### src/rtl/dds_sweep_ctrl_if.sv
// dds_sweep_ctrl_if: control inputs and DDS word outputs of the sweep sequencer
interface dds_sweep_ctrl_if #(
   parameter int PHASE_WIDTH = 32,
   parameter int DWELL_WIDTH = 16
);
   logic                   start;
   logic                   abort;
   logic [1:0]             mode;
   logic [PHASE_WIDTH-1:0] f_start;
   logic [PHASE_WIDTH-1:0] f_stop;
   logic [PHASE_WIDTH-1:0] f_step;
   logic [DWELL_WIDTH-1:0] dwell;
   logic [PHASE_WIDTH-1:0] pha_in;
   logic [PHASE_WIDTH-1:0] Fre_word;
   logic [PHASE_WIDTH-1:0] Pha_word;
   logic                   busy;
   logic                   done;
   logic                   step_stb;
   logic                   dir_down;
   modport master (
      output start, abort, mode, f_start, f_stop, f_step, dwell, pha_in,
      input  Fre_word, Pha_word, busy, done, step_stb, dir_down
   );
   modport slave (
      input  start, abort, mode, f_start, f_stop, f_step, dwell, pha_in,
      output Fre_word, Pha_word, busy, done, step_stb, dir_down
   );
endinterface

### src/rtl/dds_sweep_ctrl.sv
// dds_sweep_ctrl: linear frequency sweep sequencer (single, sawtooth, triangle) for the DDS core
module dds_sweep_ctrl #(
   parameter int PHASE_WIDTH = 32,
   parameter int DWELL_WIDTH = 16
) (
   input  logic             clk_in,
   input  logic             rst_n,
   dds_sweep_ctrl_if.slave  bus
);
   typedef enum logic [1:0] {IDLE, UP, DOWN} state_t;
   state_t                 state, state_n;
   logic [PHASE_WIDTH-1:0] fre, fre_n, pha, pha_n;
   logic [PHASE_WIDTH-1:0] fs, fe, fst;
   logic [DWELL_WIDTH-1:0] cnt, cnt_n, dw, dwell_eff;
   logic [1:0]             mode_r;
   logic                   degen;
   logic                   busy, busy_n, done, done_n, stb, stb_n, dir, dir_n;
   logic                   launch, expire;
   logic [PHASE_WIDTH:0]   sum, diff;
   logic [PHASE_WIDTH-1:0] up_val, dn_val;

   assign launch    = state == IDLE && bus.start && !bus.abort;
   assign dwell_eff = bus.dwell == '0 ? DWELL_WIDTH'(1) : bus.dwell;
   assign expire    = cnt == DWELL_WIDTH'(1);
   // the extra top bit catches overflow/borrow so the clamp never wraps
   assign sum       = {1'b0, fre} + {1'b0, fst};
   assign diff      = {1'b0, fre} - {1'b0, fst};
   assign up_val    = sum > {1'b0, fe} ? fe : sum[PHASE_WIDTH-1:0];
   assign dn_val    = (diff[PHASE_WIDTH] || diff[PHASE_WIDTH-1:0] < fs) ? fs : diff[PHASE_WIDTH-1:0];

   assign bus.Fre_word = fre;
   assign bus.Pha_word = pha;
   assign bus.busy     = busy;
   assign bus.done     = done;
   assign bus.step_stb = stb;
   assign bus.dir_down = dir;

   // sweep parameters are captured once per start so later input changes are ignored
   always_ff @(posedge clk_in or negedge rst_n) begin
      if (!rst_n) begin
         mode_r <= '0;
         fs     <= '0;
         fe     <= '0;
         fst    <= '0;
         dw     <= '0;
         degen  <= 1'b0;
      end else if (launch) begin
         mode_r <= bus.mode;
         fs     <= bus.f_start;
         fe     <= bus.f_stop;
         fst    <= bus.f_step;
         dw     <= dwell_eff;
         degen  <= bus.f_step == '0 || bus.f_start >= bus.f_stop;
      end
   end

   // state and all outputs are registered
   always_ff @(posedge clk_in or negedge rst_n) begin
      if (!rst_n) begin
         state <= IDLE;
         fre   <= '0;
         pha   <= '0;
         cnt   <= '0;
         busy  <= 1'b0;
         done  <= 1'b0;
         stb   <= 1'b0;
         dir   <= 1'b0;
      end else begin
         state <= state_n;
         fre   <= fre_n;
         pha   <= pha_n;
         cnt   <= cnt_n;
         busy  <= busy_n;
         done  <= done_n;
         stb   <= stb_n;
         dir   <= dir_n;
      end
   end

   // next state: launch from IDLE, dwell countdown, step/clamp/turn on expiry, abort wins
   always_comb begin
      state_n = state;
      fre_n   = fre;
      pha_n   = pha;
      cnt_n   = cnt;
      busy_n  = busy;
      done_n  = 1'b0;
      stb_n   = 1'b0;
      dir_n   = dir;
      case (state)
         IDLE: if (launch) begin
            state_n = UP;
            fre_n   = bus.f_start;
            pha_n   = bus.pha_in;
            cnt_n   = dwell_eff;
            busy_n  = 1'b1;
            stb_n   = 1'b1;
            dir_n   = 1'b0;
         end
         default: if (bus.abort) begin
            state_n = IDLE;
            cnt_n   = '0;
            busy_n  = 1'b0;
            dir_n   = 1'b0;
         end else if (!expire) begin
            cnt_n = cnt - DWELL_WIDTH'(1);
         end else begin
            cnt_n = dw;
            stb_n = 1'b1;
            if (state == DOWN) begin
               state_n = fre == fs ? UP : DOWN;
               dir_n   = fre != fs;
               fre_n   = fre == fs ? up_val : dn_val;
            end else if (degen || (fre == fe && mode_r != 2'd1 && mode_r != 2'd2)) begin
               state_n = IDLE;
               cnt_n   = '0;
               busy_n  = 1'b0;
               done_n  = 1'b1;
               stb_n   = 1'b0;
            end else if (fre == fe && mode_r == 2'd1) begin
               fre_n = fs;
            end else if (fre == fe) begin
               state_n = DOWN;
               dir_n   = 1'b1;
               fre_n   = dn_val;
            end else begin
               fre_n = up_val;
            end
         end
      endcase
   end
endmodule

### src/flat_wrapper.sv
// flat-port wrapper written by rule: the top's interface ports become plain ports
module dds_sweep_ctrl_flat 
#(
   parameter int PHASE_WIDTH = 32,
   parameter int DWELL_WIDTH = 16
)
  (clk_in, rst_n, bus_start, bus_abort, bus_mode, bus_f_start, bus_f_stop, bus_f_step, bus_dwell, bus_pha_in, bus_Fre_word, bus_Pha_word, bus_busy, bus_done, bus_step_stb, bus_dir_down);
  dds_sweep_ctrl_if #(.PHASE_WIDTH(PHASE_WIDTH), .DWELL_WIDTH(DWELL_WIDTH)) bus_i ();
  input  logic clk_in;
  input  logic rst_n;
  input wire logic [$bits(bus_i.start)-1:0] bus_start;
  input wire logic [$bits(bus_i.abort)-1:0] bus_abort;
  input wire logic [$bits(bus_i.mode)-1:0] bus_mode;
  input wire logic [$bits(bus_i.f_start)-1:0] bus_f_start;
  input wire logic [$bits(bus_i.f_stop)-1:0] bus_f_stop;
  input wire logic [$bits(bus_i.f_step)-1:0] bus_f_step;
  input wire logic [$bits(bus_i.dwell)-1:0] bus_dwell;
  input wire logic [$bits(bus_i.pha_in)-1:0] bus_pha_in;
  output wire logic [$bits(bus_i.Fre_word)-1:0] bus_Fre_word;
  output wire logic [$bits(bus_i.Pha_word)-1:0] bus_Pha_word;
  output wire logic [$bits(bus_i.busy)-1:0] bus_busy;
  output wire logic [$bits(bus_i.done)-1:0] bus_done;
  output wire logic [$bits(bus_i.step_stb)-1:0] bus_step_stb;
  output wire logic [$bits(bus_i.dir_down)-1:0] bus_dir_down;
  assign bus_i.start = bus_start;
  assign bus_i.abort = bus_abort;
  assign bus_i.mode = bus_mode;
  assign bus_i.f_start = bus_f_start;
  assign bus_i.f_stop = bus_f_stop;
  assign bus_i.f_step = bus_f_step;
  assign bus_i.dwell = bus_dwell;
  assign bus_i.pha_in = bus_pha_in;
  assign bus_Fre_word = bus_i.Fre_word;
  assign bus_Pha_word = bus_i.Pha_word;
  assign bus_busy = bus_i.busy;
  assign bus_done = bus_i.done;
  assign bus_step_stb = bus_i.step_stb;
  assign bus_dir_down = bus_i.dir_down;
  dds_sweep_ctrl #(.PHASE_WIDTH(PHASE_WIDTH), .DWELL_WIDTH(DWELL_WIDTH)) u_core (.clk_in(clk_in), .rst_n(rst_n), .bus(bus_i));
endmodule
### config.mk
export PLATFORM = sky130hd
export DESIGN_NAME = dds_sweep_ctrl_flat
export DESIGN_NICKNAME = d
export VERILOG_FILES = /design/src/rtl/dds_sweep_ctrl_if.sv /design/src/rtl/dds_sweep_ctrl.sv /design/src/flat_wrapper.sv
export SDC_FILE = /design/constraint.sdc
export NUM_CORES = 1
export LEC_CHECK = 0
export CAP_MARGIN = 20
export CORE_MARGIN = 2
export CORE_UTILIZATION = 39
export CTS_CLUSTER_SIZE = 8
export DETAILED_ROUTE_END_ITERATION = 8
export PLACE_DENSITY = 0.6
export SLEW_MARGIN = 20
export SYNTH_ARGS = -nofsm -noshare
export SYNTH_HDL_FRONTEND = slang
export SYNTH_SLANG_ARGS = --single-unit
### constraint.sdc
create_clock -name clk_in -period 6.4 [get_ports clk_in]
set_clock_uncertainty 0.2 [all_clocks]
set_input_delay 1.92 -clock clk_in [delete_from_list [all_inputs] [get_ports clk_in]]
set_output_delay 1.92 -clock clk_in [all_outputs]
set_load 0.02 [all_outputs]
## After elaboration in Yosys (flattened, before gate mapping)

Cells that the tools add are included.

| word-level totals | value |
|---|---|
| register bits after elaboration | 201 |

| cells by class | value |
|---|---|
| add/sub/neg operators | 3 |
| order comparisons | 3 |
| eq/ne operators | 15 |
| mux-type cells | 52 |
| reduce and logical (&&, ||, !) cells | 22 |

Operators by type and width:

| cell | number |
|---|---|
| $mux 32 | 11 |
| $mux 16 | 7 |
| $eq 32x32->1 | 2 |
| $add 32x32->33 | 1 |
| $gt 33x32->1 | 1 |
| $sub 32x32->33 | 1 |
| $ge 32x32->1 | 1 |
| $logic_not 32->1 | 1 |
| $lt 32x32->1 | 1 |
| $ne 32x32->1 | 1 |
| $mux 1 | 25 |
| $mux 2 | 9 |
| $eq 16x1->1 const B | 1 |
| $logic_not 16->1 | 1 |
| $sub 16x1->16 const B | 1 |
| $reduce_and 4->1 | 3 |
| $ne 4x2->1 const B | 2 |
| $ne 2x1->1 const B | 3 |
| $reduce_bool 3->1 | 2 |
| $logic_and 1x1->1 | 5 |
| $ne 5x2->1 const B | 1 |
| $reduce_and 5->1 | 1 |
| $reduce_bool 5->1 | 1 |
| $reduce_bool 4->1 | 1 |
| 10 further kinds | 12 |

## Depth between registers and ports, before layout

| logic depth | value |
|---|---|
| word-level depth | 11 |
| depth in mapped cells | 24 |

## Worst setup path before layout

No wires, ideal clock.

| timing | value |
|---|---|
| kind | flip-flop to flip-flop |
| start | reg u_core.fre[16], in the netlist u_core.bus.Fre_word[16] |
| end | reg u_core.fre[27], in the netlist u_core.bus.Fre_word[27] |
| library setup time | 0.129 ns |
| arrival | 4.712 ns |
| data required time | 6.071 ns |
| path slack | 1.359 ns |
| stages on the path, launching flop included | 22 |
| path buffers | 1 |
| clock period less this slack | 5.041 ns |
| path through | dfrtp_1 -> ha_1 -> buf_4 -> a211oi_1 -> o21bai_1 -> or3_1 -> nor3_1 -> o31ai_1 -> a21oi_1 -> nor2_1 -> o31a_1 -> ha_1 -> a21o_1 -> a211oi_1 -> nor4b_1 -> o2111ai_1 -> nand2_1 -> a211oi_1 -> o31ai_4 -> mux2_2 -> a221oi_1 -> a21oi_1 |

| between the ends | value |
|---|---|
| cells in the longest elaborated chain, start to end | 11 |
| elaborated cells between the ends (all ways) | 23 |
| those cells by class | add/sub: 2; order compare: 2; eq/ne: 3; mux: 10; reduce/logical: 6 |

RTL lines:

| element | RTL line | source |
|---|---|---|
| start, declared | dds_sweep_ctrl.sv:12 | `logic [PHASE_WIDTH-1:0] fre, fre_n, pha, pha_n;` |
| start signal, assigned | dds_sweep_ctrl.sv:70 | `fre <= fre_n;` |
| $sub 32x32->33 | dds_sweep_ctrl.sv:27 | `assign diff = {1'b0, fre} - {1'b0, fst};` |
| $lt 32x32->1 | dds_sweep_ctrl.sv:29 | `assign dn_val = (diff[PHASE_WIDTH] \|\| diff[PHASE_WIDTH-1:0] < fs) ? fs : diff[PHASE_WIDTH-1:0];` |
| $logic_or 1x1->1 | dds_sweep_ctrl.sv:29 |  |
| $mux 32 | dds_sweep_ctrl.sv:29 |  |
| $mux 32 | dds_sweep_ctrl.sv:122 | `end else if (fre == fe) begin` |
| $mux 32 | dds_sweep_ctrl.sv:120 | `end else if (fre == fe && mode_r == 2'd1) begin` |
| $mux 32 | dds_sweep_ctrl.sv:114 | `end else if (degen \|\| (fre == fe && mode_r != 2'd1 && mode_r != 2'd2)) begin` |
| $mux 32 | dds_sweep_ctrl.sv:110 | `if (state == DOWN) begin` |
| $mux 32 | dds_sweep_ctrl.sv:105 | `end else if (!expire) begin` |
| $mux 32 | dds_sweep_ctrl.sv:100 | `default: if (bus.abort) begin` |
| $mux 32 | dds_sweep_ctrl.sv:90 | `case (state)` |

Parallel ways exist; a longest one is shown, timed or not. The select of a mux whose other input is x is not followed.
A chain may end at the register's enable or synchronous reset.

## Final worst setup path

| timing | value |
|---|---|
| start | reg u_core.fst[0] |
| end | reg u_core.fre[1], in the netlist u_core.bus.Fre_word[1] |

| between the ends | value |
|---|---|
| cells in the longest elaborated chain, start to end | 11 |
| elaborated cells between the ends (all ways) | 15 |
| those cells by class | add/sub: 2; order compare: 2; mux: 10; reduce/logical: 1 |

RTL lines:

| element | RTL line | source |
|---|---|---|
| start, declared | dds_sweep_ctrl.sv:13 | `logic [PHASE_WIDTH-1:0] fs, fe, fst;` |
| start signal, assigned | dds_sweep_ctrl.sv:51 | `fst <= bus.f_step;` |
| $sub 32x32->33 | dds_sweep_ctrl.sv:27 |  |
| $lt 32x32->1 | dds_sweep_ctrl.sv:29 |  |
| $logic_or 1x1->1 | dds_sweep_ctrl.sv:29 |  |
| $mux 32 | dds_sweep_ctrl.sv:29 |  |
| $mux 32 | dds_sweep_ctrl.sv:122 |  |
| $mux 32 | dds_sweep_ctrl.sv:120 |  |
| $mux 32 | dds_sweep_ctrl.sv:114 |  |
| $mux 32 (*) | dds_sweep_ctrl.sv:110 |  |
| $mux 32 (*) | dds_sweep_ctrl.sv:105 |  |
| $mux 32 (*) | dds_sweep_ctrl.sv:100 |  |
| $mux 32 (*) | dds_sweep_ctrl.sv:90 |  |

Every way passes the cells marked *; elsewhere a longest branch is shown, timed or not. The select of a mux whose other input is x is not followed.

==> flow_summary.yaml <==
sta:
  slew_headroom_pct: 32.1
  fmax_mhz: 164
  setup_violations: 0
  rsz0062_at_grt: "false"
  maxSlewViolCount: 0
  fin_setup_tns_ns: 0
  finalHoldViolCount: 0
  worst_pin_slew_ns: 1.02
  fin_crit_sh_pct: 95.4
  period_needed_ns: 6.11
die:
  initial_core_util_pct: 39.5
  die_width_um: 205
  num_rows: 73
  io_pins: 218
  coreArea_um2: 39700
  die-area_um2: 41900
  dieHeight_um: 205
clocking:
  cts_tree: "built"
  cts_buffers: 29
  path_clk_slew_ns: 0.05
  clk_latency_ns: 0.60
  clock_sinks: 201
  clock_path_buffers: 3
  h-tree-depth: 1
  cts-hold-fix-buffers: 0
  cts-root-buf: "clkbuf_16"
critical_path:
  cp-start-kind: "flop"
  crit_path_end_kind: "flop"
  reg2reg_depth: 22
  critPathKind: "reg2reg"
  r2r_slack_ns: 0.29
  cp.required_ns: 6.64
  crit_path_frequent_cell: "buf_4"
  r2r_end: "u_core.bus.Fre_word[1]"
  crit_chain: "ha_1, fa_1, nor2b_1, o211ai_1, a21boi_1, o31ai_1, a31oi_1, xnor2_1, ha_1, a21oi_1, o21ai_0, a2111oi_0, buf_4, a31oi_1, o41ai_1, buf_4, o211a_1, buf_4, buf_12, o21ai_0, a221oi_1, nor3_1"
  max_stage_delay_ns: 0.69
  cp.arrival_ns: 6.35
  cp_slowest_cell: "a2111oi_0"
  cp_max_fo: 18
  reg2reg_from: "u_core.fst[0]"
finish:
  final_util_pct: 48.8
  final_area_um2: 19400
  final.fill_count: 3969
  drive_above_1_share_pct: 5.52
  layoutNonFillerInstCount: 2679
  nNetsFinal: 2462
  diodes: 0
  areaGrowthSynthToFinish_pct: 23.6
synthesis:
  synthFlopType: "dfrtp_1"
  synth_fa_ha_area_share_pct: 13.1
  syn-num-nets: 2252
  syn_area_per_cell_um2: 8.10
  synth_cell_type_count: 72
  synth_top_cell_by_area: "dfrtp_1"
  synth.most_common_cell: "nand2_1"
  synth_cells: 1939
  synth_top_family_by_area: "compound AO/OA/AOI/OAI gates"
  synth_common_cells: "325 x nand2_1, 201 x dfrtp_1, 181 x o21ai_0"
  synth_warnings: 0
  synth_compound_area_share_pct: 21.3
  synth_mux_area_share_pct: 2.04
  synth_area_um2: 15700
  yosysTopAreaCellShare_pct: 32.0
  synth-edff-count: 0
  yosysSeqAreaShare_pct: 32.0
  yosys_register_bits: 201
  synthXorXnorAreaFrac_pct: 6.81
  synthTopCellsByArea: "dfrtp_1 32%, ha_1 13%, nand2_1 7.8%"
  synth-simple-area-share_pct: 18.2
  synthArstFlopShare_pct: 100
routing:
  first_pass_iters: 6
  remaining_drc_errors: 0
  drtAntennaViolNets: 0
  wl_um: 61200
  wl_met2_um: 27500
  top_layer: "met4"
  drt-met1-wl_um: 26500
  vias: 15392
  wl_met3_um: 4810
  vias_per_cell: 5.75
  wire_per_inst_um: 22.9
  drt_iter0_markers: 1505
place:
  dp_cells: 2643
  gp_congestion: 1.00
  place_hpwl_um: 46900
  portBuffers: 217
  placed_cell_area_um2: 18600
grt:
  grt_pass1_wl_um: 92800
  first_global_vias: 15250
  antenna_found_initial: 1
  grt_max_degree: 236
  grt_overflow: 0
  grt.total_usage_pct: 29.1
worst_hold_path:
  hold_path_end: "u_core.bus.Pha_word[20]"
  hold_path.class: "reg2reg"
  holdPathStages: 2
  hold_path_startpoint: "u_core.bus.Pha_word[20]"
run:
  drv_cap: 0
status:
  status: "completed"
-- metrics by stage --
step	hold slack (ns)	setup WS (ns)
3_3_place_gp	0.254	0.509
4_1_cts	0.275	0.320
5_1_grt	0.292	0.0355
2_1_floorplan	0.246	1.36
6_report	0.270	0.295
3_5_place_dp	0.260	0.377
-- per-layer routing --
layer	vias up	track usage, %
met5	-	0
met4	0	11.1
met3	124	5.28
met2	649	46.4
met1	7421	39.1
li1	7198	-
-- worst max-delay path, delay by kind of cell (launching register included) --
| kind | cells | cell delay, ns |
|---|---|---|
| AO/OA/AOI/OAI | 12 | 3.10 |
| XOR/XNOR | 1 | 0.32 |
| adder cells (fa/ha/maj) | 3 | 0.93 |
| buffers and inverters | 4 | 0.75 |
| flip-flops | 1 | 0.40 |
| AND/OR/NAND/NOR | 2 | 0.28 |
-- worst max path at each step --
stage / depth (start not counted) / from / endpoint
finish: 22 / u_core.fst[0] / u_core.bus.Fre_word[1]
global route: 22 / u_core.fst[0] / u_core.bus.Fre_word[26]
CTS: 23 / u_core.bus.Fre_word[4] / u_core.bus.Fre_word[10]
detailed placement: 23 / u_core.bus.Fre_word[4] / u_core.bus.Fre_word[10]
global placement: 22 / u_core.fst[0] / u_core.bus.Fre_word[26]
floorplan: 21 / u_core.bus.Fre_word[16] / u_core.bus.Fre_word[27]
-- state kept, by name, summed over array words and instances, names as in the netlist --
register	count
u_core.bus.step_stb	1
u_core.bus.dir_down	1
u_core.bus.done	1
u_core.cnt	16
u_core.bus.Pha_word	32
u_core.fe	32
u_core.degen	1
u_core.bus.busy	1
u_core.fs	32
u_core.state	2
u_core.mode_r	2
u_core.dw	16
u_core.fst	32
u_core.bus.Fre_word	32
-- layout make-up --
cell class / instances / area, µm² / share of cell area [%]
multi-input combinational: 1473 / 9660 / 49.8
sequential: 201 / 5030 / 25.9
timing repair buffer: 272 / 2630 / 13.5
clock buffer: 35 / 758 / 3.91
tap: 525 / 657 / 3.39
inverter: 172 / 646 / 3.33
clock inverter: 1 / 20.0 / 0.103
-- kinds of logic after synthesis --
logic type / after synthesis
AOI/OAI and AO/OA: 521
xor gates and xnor gates: 122
adders and majority gates: 163
buffers and inverters: 265
DFF: 201
muxes: 31
and+or+nand+nor: 636
-- layout by cell type, fill, tap and decap left out, types with 9 or more instances in the layout --
| cell | instances |
|---|---|
| nor4_1 | 30 |
| nand4_1 | 30 |
| a21o_1 | 21 |
| ha_1 | 161 |
| nor2_1 | 104 |
| o31ai_1 | 11 |
| dfrtp_1 | 201 |
| o21a_1 | 10 |
| or3_1 | 20 |
| clkbuf_16 | 29 |
| a21oi_1 | 113 |
| nand2_1 | 324 |
| mux2i_1 | 23 |
| xnor2_1 | 80 |
| buf_4 | 52 |
| xor2_1 | 42 |
| a211oi_1 | 17 |
| a221oi_1 | 24 |
| a31oi_1 | 15 |
| nand2b_1 | 17 |
| o21bai_1 | 9 |
| nor2b_1 | 17 |
| o22a_1 | 17 |
| o211ai_1 | 17 |
| nor3_1 | 34 |
| o21ai_0 | 181 |
| clkdlybuf4s50_1 | 216 |
| inv_1 | 171 |
| nand3_1 | 25 |
-- repair_timing --
item                       CTS  global route
setup buffers                0             0
gates resized for setup      0             1
setup endpoints to repair    0            11
Power is not shown: default switching activity piles up to over one toggle a cycle in this logic, so the estimate is an artifact.
==> patch: new RTL, same flow settings <==
`PHASE_WIDTH` is set to 32 in 3 places; all go to 24.
--- a/src/rtl/dds_sweep_ctrl_if.sv
+++ b/src/rtl/dds_sweep_ctrl_if.sv
@@ -1,6 +1,6 @@
 // dds_sweep_ctrl_if: control inputs and DDS word outputs of the sweep sequencer
 interface dds_sweep_ctrl_if #(
-   parameter int PHASE_WIDTH = 32,
+   parameter int PHASE_WIDTH = 24,
    parameter int DWELL_WIDTH = 16
 );
    logic                   start;
--- a/src/rtl/dds_sweep_ctrl.sv
+++ b/src/rtl/dds_sweep_ctrl.sv
@@ -1,6 +1,6 @@
 // dds_sweep_ctrl: linear frequency sweep sequencer (single, sawtooth, triangle) for the DDS core
 module dds_sweep_ctrl #(
-   parameter int PHASE_WIDTH = 32,
+   parameter int PHASE_WIDTH = 24,
    parameter int DWELL_WIDTH = 16
 ) (
    input  logic             clk_in,
--- a/src/flat_wrapper.sv
+++ b/src/flat_wrapper.sv
@@ -1,7 +1,7 @@
 // flat-port wrapper written by rule: the top's interface ports become plain ports
 module dds_sweep_ctrl_flat 
 #(
-   parameter int PHASE_WIDTH = 32,
+   parameter int PHASE_WIDTH = 24,
    parameter int DWELL_WIDTH = 16
 )
   (clk_in, rst_n, bus_start, bus_abort, bus_mode, bus_f_start, bus_f_stop, bus_f_step, bus_dwell, bus_pha_in, bus_Fre_word, bus_Pha_word, bus_busy, bus_done, bus_step_stb, bus_dir_down);
Ports: changed (6 resized); port bits go from 218 to 170. No check against the original RTL was run, so the function may have changed too.
==> patch against the unedited design <==
  * Sequential cell count down 40
  * Setup slack worse by 0.060 ns
  * Final area down 22%
  * Synthesized area down 21%
  * Global-route usage down 3.0 points
  * Non-clock buffer count down 79
  * Sequential share of layout area up 0.59 points
  * Core utilization down 0.68 points
  * Via count down 25%
  * Wire length down 30%
  * First-iteration DRC count down 35%
  * Cell count down 22%
  * Critical endpoint is now u_core.bus.Fre_word[10]
Power is left out: the tool's default activity adds up to more than one toggle a clock period on the data nets, which glitch-free logic cannot reach.
==> patch: results (changes against the unedited design) <==
| Metric | Value |
|---|---|
| DR vias/cell | 5.56 (-3.2%) |
| Fillers | 3128 (-21%) |
| Dpl ws | 0.358 ns (-0.0195 ns) |
| Largest net degree at the start of global routing | 189 (-20%) |
| Final GP Congestion | 0.949 (-5.1%) |
| Input/output buffers | 169 (-22%) |
| Post-CTS resize count | 0 (unchanged) |
| CP startpoint | u_core.bus.Fre_word[0] |
| Clock slew at reported path FFs | 0.08 ns (+0.03 ns) |
| Top post-synthesis cells by area | dfrtp_1 (32%), ha_1 (12%), nand2_1 (8.2%), o21ai_0 (5.6%), xnor2_1 (4.1%) |
| Detailed-router iteration count before antenna repair | 5 (-1) |
| Clock tree buffer depth | 2 (-1) |
| Clk Latency, worst-skew pair | 0.46 ns (-0.14 ns) |
| Syn_nets | 1766 (-22%) |
| Top_reg_cell synth | dfrtp_1 |
| Crit-path max cell delay | 0.79 ns (+0.10 ns) |
| Yosys warns | 0 (unchanged) |
| Vias in the first global route | 11400 (-25%) |
| Sequential share of the synthesized area | 32.3% (+0.27 points) |
| Synth unique cells | 77 (+6.9%) |
| Hold Crit Endpoint | u_core.bus.Pha_word[1] |
| Share of cells above drive strength 1 | 5.17% (-0.36 points) |
| CTS root buf | clkbuf_16 |
| Status | finished clean |
| TritonCTS buffer count | 17 (-41%) |
| WL/cell | 20.7 um (-9.6%) |
| Hold Path Class | register to register |
| Syn avg cell area | 8.18 um^2 (+0.98%) |
| Starting DRT DRC Count | 973 (-35%) |
| Initial antenna violation count | 0 (-1) |
| NumNets Final | 1911 (-22%) |
| Setup crit end | u_core.bus.Fre_word[10] |
| CP max FO | 17 (-1) |
| Final cell count without fillers | 2085 (-22%) |
| Synth top cells by count | nand2_1 (273), dfrtp_1 (161), o21ai_0 (140) |
| First-pass GRT wire length | 66800 um (-28%) |
| Total negative setup slack | 0 ns (unchanged) |
| Worst Reg-to-Reg Cells | 19 (-14%) |
| Gr usage total | 26.1% (-3.0 points) |
| Worst-Margin Slew | 1.04 ns (+0.0185 ns) |
| Half-perimeter wire length after placement | 32900 um (-30%) |
| # H-tree levels | 4 (+3) |
| Post-synth ARST share | 100% (unchanged) |
| Hold Crit Start | u_core.bus.Pha_word[1] |
| Reg2reg start | u_core.bus.Fre_word[0] |
| Top delay family on crit path | compound AO/OA/AOI/OAI gates |
| CP max stage cell | o221ai_1 |
| CP arrival | 6.31 ns (-0.04 ns) |
| Post-CTS Setup Inserts | 0 (unchanged) |
| Antenna diodes | 0 (unchanged) |
| Hold path cells | 2 (unchanged) |
## patch: kinds of logic (layout without fill, tap and decap cells)
group / after synthesis / after routing / share of synthesized area, %
simple gates: 534 / 534 / 19.6
compound gates: 392 / 392 / 20.6
buf+inv: 194 / 352 / 6.18
flops: 161 / 161 / 32.3
fa+ha+maj: 123 / 123 / 12.5
xor+xnor: 89 / 89 / 6.25
mux: 32 / 32 / 2.62
## patch: per-layer routing
metal | GRT usage [%] | wire, um
met1 | 37.0 | 20000
met2 | 41.3 | 19800
met3 | 4.11 | 2460
met4 | 7.39 | 892
met5 | 0 | 0
## patch: worst reg2reg max path, cell delays in order (launching register included)
cell,delay (ns)
dfrtp_1,0.47
ha_1,0.26
fa_1,0.41
nor2b_1,0.18
o221ai_1,0.79
a2111oi_4,0.19
o31ai_2,0.48
and2_1,0.23
o21ai_0,0.13
or2_2,0.32
ha_1,0.31
nand3_1,0.08
or3_1,0.39
nor3_1,0.21
o311ai_1,0.22
a21oi_4,0.20
buf_4,0.32
mux2i_1,0.28
nor2_1,0.06
o32a_1,0.32
## patch: metrics by stage
| step | cell area (um^2) | utilization [%] | hold slack [ns] |
|---|---|---|---|
| 2_1_floorplan | 12500 | - | 0.245 |
| 3_3_place_gp | 14600 | 46.2 | 0.258 |
| 3_5_place_dp | 14600 | 46.2 | 0.261 |
| 4_1_cts | 15200 | 48.1 | 0.279 |
| 5_1_grt | 15200 | 48.1 | 0.302 |
| 6_report | 15200 | 48.1 | 0.276 |
## patch: final cells by class
cell class | count | area, um^2 | area share, %
clock buffer | 18 | 439 | 2.89
clock inverter | 14 | 153 | 1.00
sequential | 161 | 4030 | 26.5
timing repair buffer | 193 | 1900 | 12.5
multi-input combinational | 1170 | 7690 | 50.6
inverter | 127 | 477 | 3.14
tap | 402 | 503 | 3.31
